--- src/rtl/wb_regfile.sv ---
// Writeback stage and architectural register file: result select, commit,
// two bypassed combinational read ports and a retired-instruction counter.
module wb_regfile #(
    parameter int AWL = 6,
    parameter int DWL = 32
) (
    input  logic             CLK,
    input  logic             RST,
    input  logic             RegWriteW,
    input  logic             MemtoRegW,
    input  logic             ValidW,
    input  logic [DWL-1:0]   ALUOutW,
    input  logic [DWL-1:0]   ReadDataW,
    input  logic [AWL-2:0]   WriteRegW,
    input  logic [AWL-2:0]   A1,
    input  logic [AWL-2:0]   A2,
    output logic [DWL-1:0]   RD1,
    output logic [DWL-1:0]   RD2,
    output logic [DWL-1:0]   ResultW,
    output logic [DWL-1:0]   InstRetired
);

    localparam int RW   = AWL - 1;
    localparam int NREG = 2 ** RW;

    logic [DWL-1:0] regs_q [NREG];
    logic [DWL-1:0] regs_d [NREG];
    logic [DWL-1:0] inst_retired_q;
    logic [DWL-1:0] inst_retired_d;
    logic           wr_en;

    always_comb begin
        ResultW = MemtoRegW ? ReadDataW : ALUOutW;
        wr_en   = RegWriteW && ValidW && (WriteRegW != '0);
    end

    always_comb begin
        for (int unsigned i = 0; i < NREG; i++) begin
            regs_d[i] = regs_q[i];
        end
        if (wr_en) begin
            regs_d[WriteRegW] = ResultW;
        end
        inst_retired_d = ValidW ? inst_retired_q + 1'b1 : inst_retired_q;
    end

    always_ff @(posedge CLK) begin
        if (RST) begin
            for (int unsigned i = 0; i < NREG; i++) begin
                regs_q[i] <= '0;
            end
            inst_retired_q <= '0;
        end else begin
            for (int unsigned i = 0; i < NREG; i++) begin
                regs_q[i] <= regs_d[i];
            end
            inst_retired_q <= inst_retired_d;
        end
    end

    // Each port bypasses independently; reset masks both ports and the bypass.
    always_comb begin
        RD1 = '0;
        RD2 = '0;
        if (!RST) begin
            if (A1 != '0) begin
                RD1 = (wr_en && (WriteRegW == A1)) ? ResultW : regs_q[A1];
            end
            if (A2 != '0) begin
                RD2 = (wr_en && (WriteRegW == A2)) ? ResultW : regs_q[A2];
            end
        end
    end

    assign InstRetired = inst_retired_q;

endmodule

--- config.mk ---
export PLATFORM = sky130hd
export DESIGN_NAME = wb_regfile
export DESIGN_NICKNAME = d
export VERILOG_FILES = /design/src/rtl/wb_regfile.sv
export SDC_FILE = /design/constraint.sdc
export NUM_CORES = 2
export LEC_CHECK = 0
export CAP_MARGIN = 15
export CORE_MARGIN = 2
export CORE_UTILIZATION = 35
export DETAILED_ROUTE_END_ITERATION = 7
export PLACE_DENSITY = 0.5
export SKIP_LAST_GASP = 1
export SLEW_MARGIN = 10
export SYNTH_ARGS = -nofsm -noshare
export SYNTH_HDL_FRONTEND = slang
export SYNTH_SLANG_ARGS = --single-unit
--- constraint.sdc ---
create_clock -name CLK -period 4.3 [get_ports CLK]
set_clock_uncertainty 0.05 [all_clocks]
set_input_delay 0.86 -clock CLK [delete_from_list [all_inputs] [get_ports CLK]]
set_output_delay 0.86 -clock CLK [all_outputs]
set_load 0.05 [all_outputs]
# After elaboration in Yosys (flattened, before gate mapping)
# Memories as Yosys holds them, arrays and structs flattened.
# Cells that the tools add are included.
# Widths: inputs -> output; s select.
# classes
n_addsub	1
magnitude_cmp	2
eq_ne	2
n_mux	46
bitwise	33
n_reduce_logical	8
# ops
operator	n
$mux 32	40
$bwmux 1024	1
$mux 1024	1
$demux 32 s5	1
$add 32x1->32 const B	1
$or 1x1->1	32
$reduce_bool 5->1	3
$eq 5x5->1	2
$ge 6x6->1 const B	1
$lt 6x1->1 const B	1
$not 5->6	1
$logic_and 1x1->1	5
$mux 1	3
# word_totals
reg_bits	32
ram_bits	1024
in_bits	84
output_inout_bits	128
elab_cells	94
n_memories	1
# memory_table
memory	depth	width	read_ports	rd_clocked_by_memory_dff	wr	line	source
regs_q	32	32	34	0	32	26	logic [DWL-1:0] regs_q [NREG];

# Logic depth before layout (Yosys ltp)
# depth
word_depth	8
mapped_depth	9

# Least setup slack after synthesis
# Ideal clock, no wire load.
# synth_path
path_type	input to output
start	input port WriteRegW[3]
end	output port RD2[13]
t_arrival_ps	3006
setup_slack_ps	384
stages	6
cell_sequence	buf_2 > or3_1 > o211a_4 > a311o_1 > clkbuf_1 > o221ai_1
# synth_between
elab_chain_len	6
# synth_rtl
item	line	source
from (decl)	14	input logic [AWL-2:0] WriteRegW,
$reduce_bool 5->1	34	wr_en = RegWriteW && ValidW && (WriteRegW != '0);
$logic_and 1x1->1	34	
$logic_and 1x1->1 *	70	RD2 = (wr_en && (WriteRegW == A2)) ? ResultW : regs_q[A2];
$mux 32 *	70	
$mux 32 *	69	if (A2 != '0) begin
$mux 32 *	65	if (!RST) begin
to (decl)	18	output logic [DWL-1:0] RD2,
# Mark *: on every way between the ends. The rest lies on a longest branch, timed or not.

# Worst setup path in the final report
# layout_path
start	input port A2[1]
end	output port RD2[5]
# layout_between
elab_chain_len	5
# layout_rtl
item	line	source
from (decl)	16	input logic [AWL-2:0] A2,
branches (longest 3 deep; another with $mem_v2 32x32)	--	
$mux 32 *	69	
$mux 32 *	65	
# Every way passes the cells marked *.

==> flow_summary.toml <==
[synthesis]
ys.flop_type = "dfxtp_1"
yosysSeqAreaShare_pct = 39.3
ys_ff_latch = 1056
synth_cell_types = 54
synth-edff-count = 0
netlist.area_leader.share_pct = 39.3
synth.area.top_cells = "dfxtp_1 (39%), a211oi_1 (14%), mux4_2 (13%), mux2i_1 (8.3%), nor2_1 (7.4%)"
netlist_area_mm2 = 0.0538
yosys_warnings = 0
synth_top_area_cell = "dfxtp_1"
synthCells = 5469
syn_nets = 5554
synthArstFlopShare_pct = 0
avgSynthCellArea_um2 = 9.84

[global_routing]
grt_overflow = 0
grt_usage_pct = 28.6
antenna_found_initial = 10
grt_pass1_wl_um = 330000
grt_pass1_vias = 44400
grt_max_degree = 194

[timing]
setup_viol = 2
post-route-period-util_pct = 105
hold_slack_ps = 406
hold_viol_final = 0
fin_ws_ps = -221
maxSlewViolCount = 0
relSlewSlack_pct = 24.5
tightest_slew_ps = 1130
fin_crit_ps = 4520
rsz0062_at_grt = "yes"
fmax_mhz = 221

[cts]
cts.path.max_buffers = 3
cts.clk_slew.worst_paths_ps = 60
clk_latency_ps = 760
ctsHtreeMaxLevel = 3
clockRootBuffer = "clkbuf_16"
cts_sinks = 1056
numCtsBuffers = 120
cts_tree = "yes"
hold_buffers = 0

[route]
vias = 46400
antenna_left = 0
first_pass_iters = 6
finalWirelength_um = 230000
wl_per_cell_um = 29.8
drt_iter0_markers = 5027
drcViolationCount = 0
viasPerCell = 6.00

[die]
rows = 143
core_area_mm2 = 0.152
die_y_um = 396
die_width_um = 396
start_util_pct = 35.4
ios = 212
fp.dieArea_mm2 = 0.157

[power]
leakage_nw = 21.7
fin_total_pwr_mw = 23.1
p_per_area_mw_per_mm2 = 354
ir_drop_mv = 0.318

[run]
max-cap-violations = 0

[layout]
area_growth_pct = 21.3
final_nets = 5693
drive_gt1_share_pct = 21.4

[outcome]
violations = "negative setup slack"
status = "complete, but fails checks"

[setup_path]
criticalPathCategory = "in2out"
cp_max_fo = 22
cp_data_required_time_ps = 3390
crit_path_end_kind = "output port"
crit_start = "A2[1]"
cp-start-kind = "primary input"
cp_data_arrival_time_ps = 3610
rr_startpoint = "InstRetired[9]"

[min_path]
hold_path_startpoint = "RST"
hold_path_class = "in2reg"

[placed_design]
io_buffer_count = 211
globalplace.congestion = 0.888
dpl.hpwl_um = 147000
state kept, by name, indices dropped and copies added, names as in the netlist:
| register | count |
|---|---|
| InstRetired | 32 |
| regs_q | 1024 |
cells in the mapped netlist (25+ instances only):
library cell	instances
a211oi_1	1006
a21boi_0	47
a21oi_1	44
a221o_1	32
a22oi_1	42
buf_2	146
buf_4	32
clkbuf_1	433
dfxtp_1	1056
inv_1	35
mux2_2	60
mux2i_1	447
mux4_2	310
nand2_1	49
nand3_1	67
nor2_1	1063
nor2_2	31
nor2b_1	82
nor4_1	26
o211ai_1	49
o221ai_1	103
o22ai_1	79
or3_1	25
xor2_1	32
cell families after synthesis:
kind of cell	synth area share, %
fa+ha+maj	0.0232
mux	22.6
buf+inv	5.59
simple gates	11.6
xor+xnor	0.586
flops	39.3
compound gates	20.3
where the power goes:
part / switching [mW] / internal [mW] / total (mW) / leakage [nW]
Combinational: 1.96 / 1.05 / 3.01 / 11.3
Sequential: 0.0518 / 9.85 / 9.91 / 8.51
Clock: 4.36 / 5.86 / 10.2 / 1.89
worst paths after layout:
path / to / slack, ps / cells past startpoint
setup / recovery: RD2[5] / -220 / 10
hold / removal: regs_q[12][24] / 410 / 2
setup reg to reg: InstRetired[31] / 2140 / 5
hold reg to reg: regs_q[0][5] / 430 / 1
placed cells by master (no fill, tap or decap), types with 15 or more instances in the layout:
| cell type | instances |
|---|---|
| a21boi_0 | 47 |
| nand3_1 | 66 |
| mux2i_4 | 32 |
| a221o_1 | 32 |
| or3_1 | 21 |
| a21oi_1 | 41 |
| o221ai_1 | 102 |
| clkdlybuf4s50_1 | 112 |
| dfxtp_1 | 1056 |
| clkbuf_8 | 23 |
| mux4_2 | 310 |
| buf_4 | 393 |
| clkbuf_1 | 32 |
| nor4_1 | 17 |
| a221oi_1 | 15 |
| o211ai_1 | 49 |
| clkinv_2 | 20 |
| xor2_1 | 32 |
| o221a_2 | 17 |
| a211oi_1 | 1004 |
| nor2_4 | 33 |
| clkbuf_16 | 122 |
| nand2_1 | 47 |
| a22oi_1 | 42 |
| nor3b_1 | 15 |
| buf_12 | 146 |
| mux2i_1 | 415 |
| nand4bb_1 | 24 |
| nor2_1 | 1060 |
| nor2b_1 | 79 |
| inv_1 | 34 |
| mux2_2 | 60 |
| o22ai_1 | 79 |
what timing repair did:
action | 4_1_cts | 5_1_grt
resized for setup | 25 | 2
cloned | 2 | 0
buffers inserted | 4 | 0
endpoints found under the hold margin | 0 | 0
pin swaps | 4 | 0
endpoints found under the setup margin | 31 | 15
per-layer routing:
metal | wire, um | track usage [%] | vias to the layer above
li1 | - | - | 21000
met1 | 101000 | 39.5 | 23200
met2 | 104000 | 44.9 | 1812
met3 | 15600 | 4.39 | 399
met4 | 9580 | 11.1 | 4
met5 | 27 | 0 | -
per-stage QoR:
step | cell area, um^2 | TNS [ps] | setup WS, ps | std cells | util [%]
after floorplan | 53800 | 0 | 384 | 5469 | -
after global placement | 61200 | -2110 | -285 | 7510 | 40.2
after detailed placement | 61200 | -2810 | -346 | 7510 | 40.2
after CTS | 65300 | -266 | -126 | 7724 | 42.9
after global routing | 65300 | -153 | -153 | 7724 | 42.9
final | 65300 | -246 | -221 | 7728 | 42.9
worst max-delay path, stage by stage:
cell      delay, ps
buf_8           290
buf_12          220
or2_2           340
o221a_2         260
a21oi_1          60
buf_4           160
o211ai_1        480
o221ai_1        430
buf_4           270
buf_12          140
layout make-up:
cell class / instances / area (um^2)
Clock inverter: 31 / 340
Fill cell: 14600 / 87000
Sequential cell: 1056 / 21100
Timing Repair Buffer: 666 / 7210
Clock buffer: 177 / 3490
Antenna cell: 4 / 10.0
Tap cell: 2030 / 2540
Inverter: 36 / 136
Multi-Input combinational cell: 3728 / 30400
No activity file was read; power rests on OpenSTA's default activity.
